`src/rtl/soc_serial_pkg.sv`:
```
// rtl/soc_serial_pkg.sv - shared state encoding and default pattern for serial detector/transmitter
package soc_serial_pkg;

  typedef enum logic [2:0] {
    ST_IDLE  = 3'd0,
    ST_SHIFT = 3'd1,
    ST_GAP   = 3'd2,
    ST_DONE  = 3'd3
  } state_t;

  localparam int          STATE_W         = 3;
  localparam logic [4:0]  DEFAULT_PATTERN = 5'b10010;

endpackage

```
`src/rtl/serial_pattern_tx_if.sv`:
```
// rtl/serial_pattern_tx_if.sv - start/busy request and serial output bundle of serial_pattern_tx
interface serial_pattern_tx_if #(
  parameter int PAT_W = 5,
  parameter int REP_W = 4
);

  logic                   start;
  logic [PAT_W-1:0]       pattern;
  logic [REP_W-1:0]       reps;
  logic                   x;
  logic                   x_valid;
  logic                   busy;
  logic                   done;
  soc_serial_pkg::state_t state;

  modport master (
    output start, pattern, reps,
    input  x, x_valid, busy, done, state
  );

  modport slave (
    input  start, pattern, reps,
    output x, x_valid, busy, done, state
  );

endinterface

```
`src/rtl/piso_shift_reg.sv`:
```
// rtl/piso_shift_reg.sv - parallel-load, MSB-first shift register
// Shifting fills zeros, so a fully shifted register drives 0 on msb.
module piso_shift_reg #(
  parameter int W = 5
) (
  input  logic         clk,
  input  logic         rst,
  input  logic         load,
  input  logic         shift_en,
  input  logic [W-1:0] din,
  output logic         msb
);

  logic [W-1:0] q;

  always_ff @(posedge clk) begin
    if (rst) begin
      q <= '0;
    end else if (load) begin
      q <= din;
    end else if (shift_en) begin
      q <= {q[W-2:0], 1'b0};
    end
  end

  assign msb = q[W-1];

endmodule

```
`src/rtl/serial_pattern_tx.sv`:
```
// rtl/serial_pattern_tx.sv - repeating MSB-first serial pattern transmitter with idle gaps
module serial_pattern_tx
  import soc_serial_pkg::*;
#(
  parameter int PAT_W = 5,
  parameter int REP_W = 4,
  parameter int GAP   = 2
) (
  input  logic               clk,
  input  logic               rst,
  serial_pattern_tx_if.slave bus
);

  localparam int BW = $clog2(PAT_W);
  // A zero-cycle gap still needs a legal one-bit counter; it is never advanced.
  localparam int GW = (GAP > 0) ? $clog2(GAP + 1) : 1;
  localparam logic [BW-1:0] BIT_LAST = BW'(PAT_W - 1);
  localparam logic [GW-1:0] GAP_LAST = GW'((GAP > 0) ? GAP - 1 : 0);

  state_t           state_q, state_d;
  logic [PAT_W-1:0] cap_q, cap_d;
  logic [BW-1:0]    bit_q, bit_d;
  logic [REP_W-1:0] rep_q, rep_d;
  logic [GW-1:0]    gap_q, gap_d;
  logic             sr_load, sr_shift;
  logic [PAT_W-1:0] sr_din;
  logic             sr_msb;

  piso_shift_reg #(.W(PAT_W)) u_piso (
    .clk      (clk),
    .rst      (rst),
    .load     (sr_load),
    .shift_en (sr_shift),
    .din      (sr_din),
    .msb      (sr_msb)
  );

  always_ff @(posedge clk) begin
    if (rst) begin
      state_q <= ST_IDLE;
      cap_q   <= '0;
      bit_q   <= '0;
      rep_q   <= '0;
      gap_q   <= '0;
    end else begin
      state_q <= state_d;
      cap_q   <= cap_d;
      bit_q   <= bit_d;
      rep_q   <= rep_d;
      gap_q   <= gap_d;
    end
  end

  always_comb begin
    state_d  = state_q;
    cap_d    = cap_q;
    bit_d    = bit_q;
    rep_d    = rep_q;
    gap_d    = gap_q;
    sr_load  = 1'b0;
    sr_shift = 1'b0;
    sr_din   = cap_q;
    case (state_q)
      ST_IDLE: begin
        if (bus.start) begin
          state_d = ST_SHIFT;
          cap_d   = bus.pattern;
          sr_din  = bus.pattern;
          sr_load = 1'b1;
          bit_d   = '0;
          rep_d   = (bus.reps == '0) ? REP_W'(1) : bus.reps;
        end
      end
      ST_SHIFT: begin
        if (bit_q == BIT_LAST) begin
          rep_d = rep_q - 1'b1;
          bit_d = '0;
          if (rep_q > REP_W'(1)) begin
            if (GAP > 0) begin
              state_d  = ST_GAP;
              gap_d    = '0;
              sr_shift = 1'b1;
            end else begin
              // Back-to-back frames: reload so the next MSB follows with no bubble.
              sr_load = 1'b1;
            end
          end else begin
            state_d  = ST_DONE;
            sr_shift = 1'b1;
          end
        end else begin
          bit_d    = bit_q + 1'b1;
          sr_shift = 1'b1;
        end
      end
      ST_GAP: begin
        if (gap_q == GAP_LAST) begin
          state_d = ST_SHIFT;
          sr_load = 1'b1;
        end else begin
          gap_d = gap_q + 1'b1;
        end
      end
      ST_DONE: state_d = ST_IDLE;
      default: state_d = ST_IDLE;
    endcase
  end

  assign bus.x       = sr_msb;
  assign bus.x_valid = (state_q == ST_SHIFT);
  assign bus.busy    = (state_q != ST_IDLE);
  assign bus.done    = (state_q == ST_DONE);
  assign bus.state   = state_q;

endmodule

```
`src/flat_wrapper.sv`:
```
// flat-port wrapper written by rule: the top's interface ports become plain ports
module serial_pattern_tx_flat import soc_serial_pkg::*;
#(
  parameter int PAT_W = 5,
  parameter int REP_W = 4,
  parameter int GAP   = 2
)
  (clk, rst, bus_start, bus_pattern, bus_reps, bus_x, bus_x_valid, bus_busy, bus_done, bus_state);
  serial_pattern_tx_if #(.PAT_W(PAT_W), .REP_W(REP_W)) bus_i ();
  input  logic clk;
  input  logic rst;
  input wire logic [$bits(bus_i.start)-1:0] bus_start;
  input wire logic [$bits(bus_i.pattern)-1:0] bus_pattern;
  input wire logic [$bits(bus_i.reps)-1:0] bus_reps;
  output wire logic [$bits(bus_i.x)-1:0] bus_x;
  output wire logic [$bits(bus_i.x_valid)-1:0] bus_x_valid;
  output wire logic [$bits(bus_i.busy)-1:0] bus_busy;
  output wire logic [$bits(bus_i.done)-1:0] bus_done;
  output wire logic [$bits(bus_i.state)-1:0] bus_state;
  assign bus_i.start = bus_start;
  assign bus_i.pattern = bus_pattern;
  assign bus_i.reps = bus_reps;
  assign bus_x = bus_i.x;
  assign bus_x_valid = bus_i.x_valid;
  assign bus_busy = bus_i.busy;
  assign bus_done = bus_i.done;
  assign bus_state = bus_i.state;
  serial_pattern_tx #(.PAT_W(PAT_W), .REP_W(REP_W), .GAP(GAP)) u_core (.clk(clk), .rst(rst), .bus(bus_i));
endmodule
```
`config.mk`:
```
export PLATFORM = sky130hd
export DESIGN_NAME = serial_pattern_tx_flat
export DESIGN_NICKNAME = d
export VERILOG_FILES = /design/src/rtl/soc_serial_pkg.sv /design/src/rtl/serial_pattern_tx_if.sv /design/src/rtl/piso_shift_reg.sv /design/src/rtl/serial_pattern_tx.sv /design/src/flat_wrapper.sv
export SDC_FILE = /design/constraint.sdc
export NUM_CORES = 1
export LEC_CHECK = 0
export CORE_AREA = 10 10 57 59
export DETAILED_ROUTE_END_ITERATION = 7
export DIE_AREA = 0 0 67 69
export PLACE_DENSITY = 0.91
export SLEW_MARGIN = 30
export SYNTH_ARGS = -nofsm -noshare
export SYNTH_HDL_FRONTEND = slang
export SYNTH_SLANG_ARGS = --single-unit
```
`constraint.sdc`:
```
create_clock -name clk -period 2.9 [get_ports clk]
set_input_delay 0.87 -clock clk [delete_from_list [all_inputs] [get_ports clk]]
set_output_delay 0.87 -clock clk [all_outputs]
set_load 0.005 [all_outputs]
```
# Yosys cells after proc, flatten, opt, wreduce, memory -nomap -nowiden
# Cells that the tools add are included.
[word_totals]
ff_bits = 22
input_bits = 12
out_inout_bits = 7
word_cells = 54
[classes]
n_addsub = 3
n_mux = 24
n_reduce_logical = 10
eq_ne = 10
magnitude_cmp = 1
[op_table]
columns = ["operator", "n"]
rows = [
  ["5-bit 2-to-1 mux", 4],
  ["3-bit 2-to-1 mux", 5],
  ["4-bit 2-to-1 mux", 3],
  ["3-bit one-hot mux with 3 select lines", 1],
  ["4-bit one-hot mux with 2 select lines", 1],
  ["3-bit by 2-bit == test with 1-bit output, second input constant", 2],
  ["2-bit 2-to-1 mux", 3],
  ["2-bit by 1-bit != test with 1-bit output, second input constant", 3],
  ["3-bit one-hot mux with 2 select lines", 1],
  ["3-bit AND reduction", 2],
  ["2-bit nonzero test", 3],
  ["4-bit by 1-bit > comparator with 1-bit output, second input constant", 1],
  ["4-bit zero test", 1],
  ["1-bit 2-to-1 mux", 4],
  ["2-bit != test, second input constant", 2],
  ["2-bit one-hot mux with 2 select lines", 1],
  ["4-bit AND reduction", 1],
  ["4-bit by 1-bit subtractor with 4-bit output, second input constant", 1],
  ["3-bit by 1-bit adder with 3-bit output, second input constant", 1],
  ["3-bit by 1-bit == test with 1-bit output, second input constant", 1],
  ["3-bit == test, second input constant", 1],
  ["3-bit zero test", 1],
  ["3-bit nonzero test", 1],
  ["2-bit by 1-bit adder with 2-bit output, second input constant", 1],
  ["other kinds (3)", 3],
]

# Logic depth before layout (Yosys ltp)
[logic_depth]
depth_word = 4
mapped_depth = 7
mapped_depth_nobuf = 6

# Modules after synthesis
# A second synthesis with hierarchy kept.
[hier_totals]
cells_unflattened = 122
hier_area_um2 = 1126.1
[by_module_without_submodules]
columns = ["mod", "cells_each", "area_per_inst_um2", "instances", "seq_area_each_um2"]
rows = [
  ["serial_pattern_tx", 100, 898.4, 1, 320.3],
  ["piso_shift_reg", 22, 227.7, 1, 100.1],
]

# Worst setup path after synthesis
# Ideal clock, no wire load.
[synth_path]
path_type = "register to output"
from = "reg u_core.state_q[1] (netlist: u_core.bus.state[1])"
to = "out bus_busy"
n_path_buf = 2
arrival_time_ps = 989
required_time_ps = 2030
slack_ps = 1041
stages_incl_launch_ff = 4
path_cell_list = "dfxtp_1 buf_2 buf_2 or2_2"
[synth_between]
elab_chain_len = 1
[synth_lines]
columns = ["element", "line_no", "rtl"]
rows = [
  ["start: declaration", "serial_pattern_tx.sv:20", "state_t state_q, state_d;"],
  ["start signal: assignment", "serial_pattern_tx.sv:46", "state_q <= state_d;"],
  ["3-bit nonzero test", "serial_pattern_tx.sv:111", "assign bus.busy = (state_q != ST_IDLE);"],
  ["end: declaration", "flat_wrapper.sv:17", "output wire logic [$bits(bus_i.busy)-1:0] bus_busy;"],
]
# Every way passes these cells.

# Worst setup path after layout
[layout_path]
from = "reg u_core.state_q[0] (netlist: u_core.bus.state[0])"
to = "out bus_x_valid"
[layout_between]
elab_chain_len = 1
[layout_lines]
columns = ["element", "line_no", "rtl"]
rows = [
  ["3-bit by 1-bit == test with 1-bit output", "serial_pattern_tx.sv:110", "assign bus.x_valid = (state_q == ST_SHIFT);"],
  ["end: declaration", "flat_wrapper.sv:16", "output wire logic [$bits(bus_i.x_valid)-1:0] bus_x_valid;"],
]
# Every way passes these cells.

==> qor.yml <==
grt_pass1_wl_um: 4090
crit_buf_inv: 2
antenna-diode-count: 0
drive_gt1_frac: 0.0833
antenna_found_initial: 0
synth_seq_cells: 21
grt_overflow: 0
internal-power_mw: 0.447
power.density_mw_per_mm2: 460
avgSynthCellArea_um2: 8.31
drt_first_pass_iters: 4
grtUsageTotal: 0.106
drv_cap: 0
clkSlewWorstSetupHoldPaths_ps: 120
power.leakage_nw: 0.540
area_growth_pct: 19.5
cp.depth: 3
row_count: 17
critPathTopFamily: "buffers and inverters"
grt_pass1_vias: 961
clk_latency_ps: 300
htree_levels: 1
die-width_um: 67
syn-num-nets: 155
rsz0062_at_grt: "false"
synth_edf_count: 0
die_y_um: 69
final_common_cell: "dfxtp_1"
seqPwrFrac: 0.515
p_switching_mw: 0.184
clockRootBuffer: "clkbuf_4"
drcViolationCount: 0
nNetsFinal: 174
critPathArrivalTime_ps: 1620
hold_violations: 0
wl_um: 2530
portBuffers: 17
yosysWarnings: 0
pwr-share-clk: 0.222
fmax_mhz: 402
criticalPathCategory: "flop to primary output"
fin_ws_ps: 411
finalInstanceArea_mm2: 0.00137
pre_cts_slack_ps: 423
slowest_stage: "clkdlybuf4s50_1"
fp.coreArea_mm2: 0.00215
hold_path_class: "flop to flop"
async_flop_share: 0
initial_core_util: 0.534
hold_buffers: 0
hpwlAfterDp_um: 2010
postCtsSetupBuffers: 0
post_drt_via_cell_ratio: 5.55
cp-start-kind: "flop"
final_cell_mix: "dfxtp_1 (21), nor2_1 (20), clkdlybuf4s50_1 (17)"
ant_nets: 0
syn_inst: 138
skew_ps: 11.2
vdd_drop_max_mv: 0.298
setup_viol: 0
clock_path_buffers: 2
worstHoldPathCells: 2
crit_required_ps: 2030
io-pin-count: 19
cts-buffers-inserted: 3
min_period_ps: 2490
cts-resized-gates: 0
die-area_mm2: 0.00462
dpl-instance-area_mm2: 0.00135
synth.cell_area_mm2: 0.00115
tritoncts: "built"
grt_max_degree: 21
first_iter_violations: 48
max_stage_delay_ps: 550
endpoint_kind: "primary output"
synth_cell_types: 38
p_comb_frac: 0.262
finalCritPeriodShare: 0.858
slew_viol_final: 0
fin_total_pwr_mw: 0.631
status: "completed"
crit_chain: "nand2b_1, inv_1, clkdlybuf4s50_1"
fin_setup_tns_ps: 0
reg2reg_depth: 5
via_count: 1021
synth-main-ff-cell: "dfxtp_1"
cts.sinks: 21
wl_per_cell_um: 13.8
switching_share: 0.292
yosysSeqAreaShare: 0.366
place.gp.congestion: 0.757
cp_max_fo: 8
## cells by family (layout without fill, tap and decap cells)
logic type	count (synthesis)	count (layout)	share of synthesized area
AO/OA/AOI/OAI	36	36	0.203
adder cells (fa/ha/maj)	5	5	0.0545
buffers and inverters	15	33	0.0622
flip-flops	21	21	0.366
multiplexers	9	9	0.0785
other	1	1	0.00327
AND/OR/NAND/NOR	51	51	0.232
## stage by stage
step / util / cells / hold WS (ps)
final: 0.638 / 184 / 466
after global routing: 0.638 / 184 / 488
after CTS: 0.638 / 184 / 473
after detailed placement: 0.626 / 180 / 453
after global placement: 0.626 / 180 / 436
after floorplan: - / 138 / 429
## power by group through the flow
stage	Combinational (mW)	Sequential (mW)	Clock, mW
after floorplan	0.112	0.326	0
after global placement	0.158	0.330	0
after detailed placement	0.166	0.332	0
after CTS	0.166	0.325	0.141
after global routing	0.186	0.328	0.152
final	0.166	0.325	0.140
## flip-flops by register name, summed over array words and instances, names as in the netlist
name,count
u_core.cap_q,5
u_core.u_piso.q,5
u_core.rep_q,4
u_core.bit_q,3
u_core.bus.state,2
u_core.gap_q,2
## cell type report
cell class | instances | area, um2
Inverter | 7 | 26.3
Timing Repair Buffer | 22 | 208
Fill cell | 182 | 777
Sequential cell | 21 | 420
Multi-Input combinational cell | 102 | 656
Clock buffer | 4 | 26.3
Tap cell | 28 | 35.0
## worst reg2reg max path: stages (launching register included)
cell     delay, ps
dfxtp_1        460
buf_4          230
or3b_4         410
o32ai_2        320
mux2i_1        220
nor2_1          60
## metal layers
layer  share of wire  vias up  GRT usage
met3           0.048        2     0.0193
met5               0        -          0
met2            0.54       19      0.195
li1                -      510          -
met4           0.011        0     0.0407
met1            0.40      490      0.113
## worst paths after layout
path / startpoint / end / slack [ps]
setup reg to reg: u_core.bus.state[0] / u_core.gap_q[1] / 1060
hold reg to reg: u_core.u_piso.q[4] / u_core.u_piso.q[4] / 470
setup / recovery: u_core.bus.state[0] / bus_x_valid / 410
hold / removal: u_core.u_piso.q[4] / u_core.u_piso.q[4] / 470
## synth_stat cells (all sizes together) (2+ instances only)
master,count,share of area
a22o,2,0.015
or3,2,0.011
inv,7,0.023
dfxtp,21,0.37
ha,5,0.055
nor2,20,0.065
nand2,9,0.029
nand2b,4,0.022
and2,2,0.011
a21oi,15,0.065
nand3,2,0.0087
a21o,2,0.013
o22ai,3,0.016
clkbuf,2,0.0065
mux2i,9,0.079
o21ai,5,0.022
nor3,4,0.017
nor3b,3,0.029
buf,6,0.033
Power figures use the tool's default switching activity.
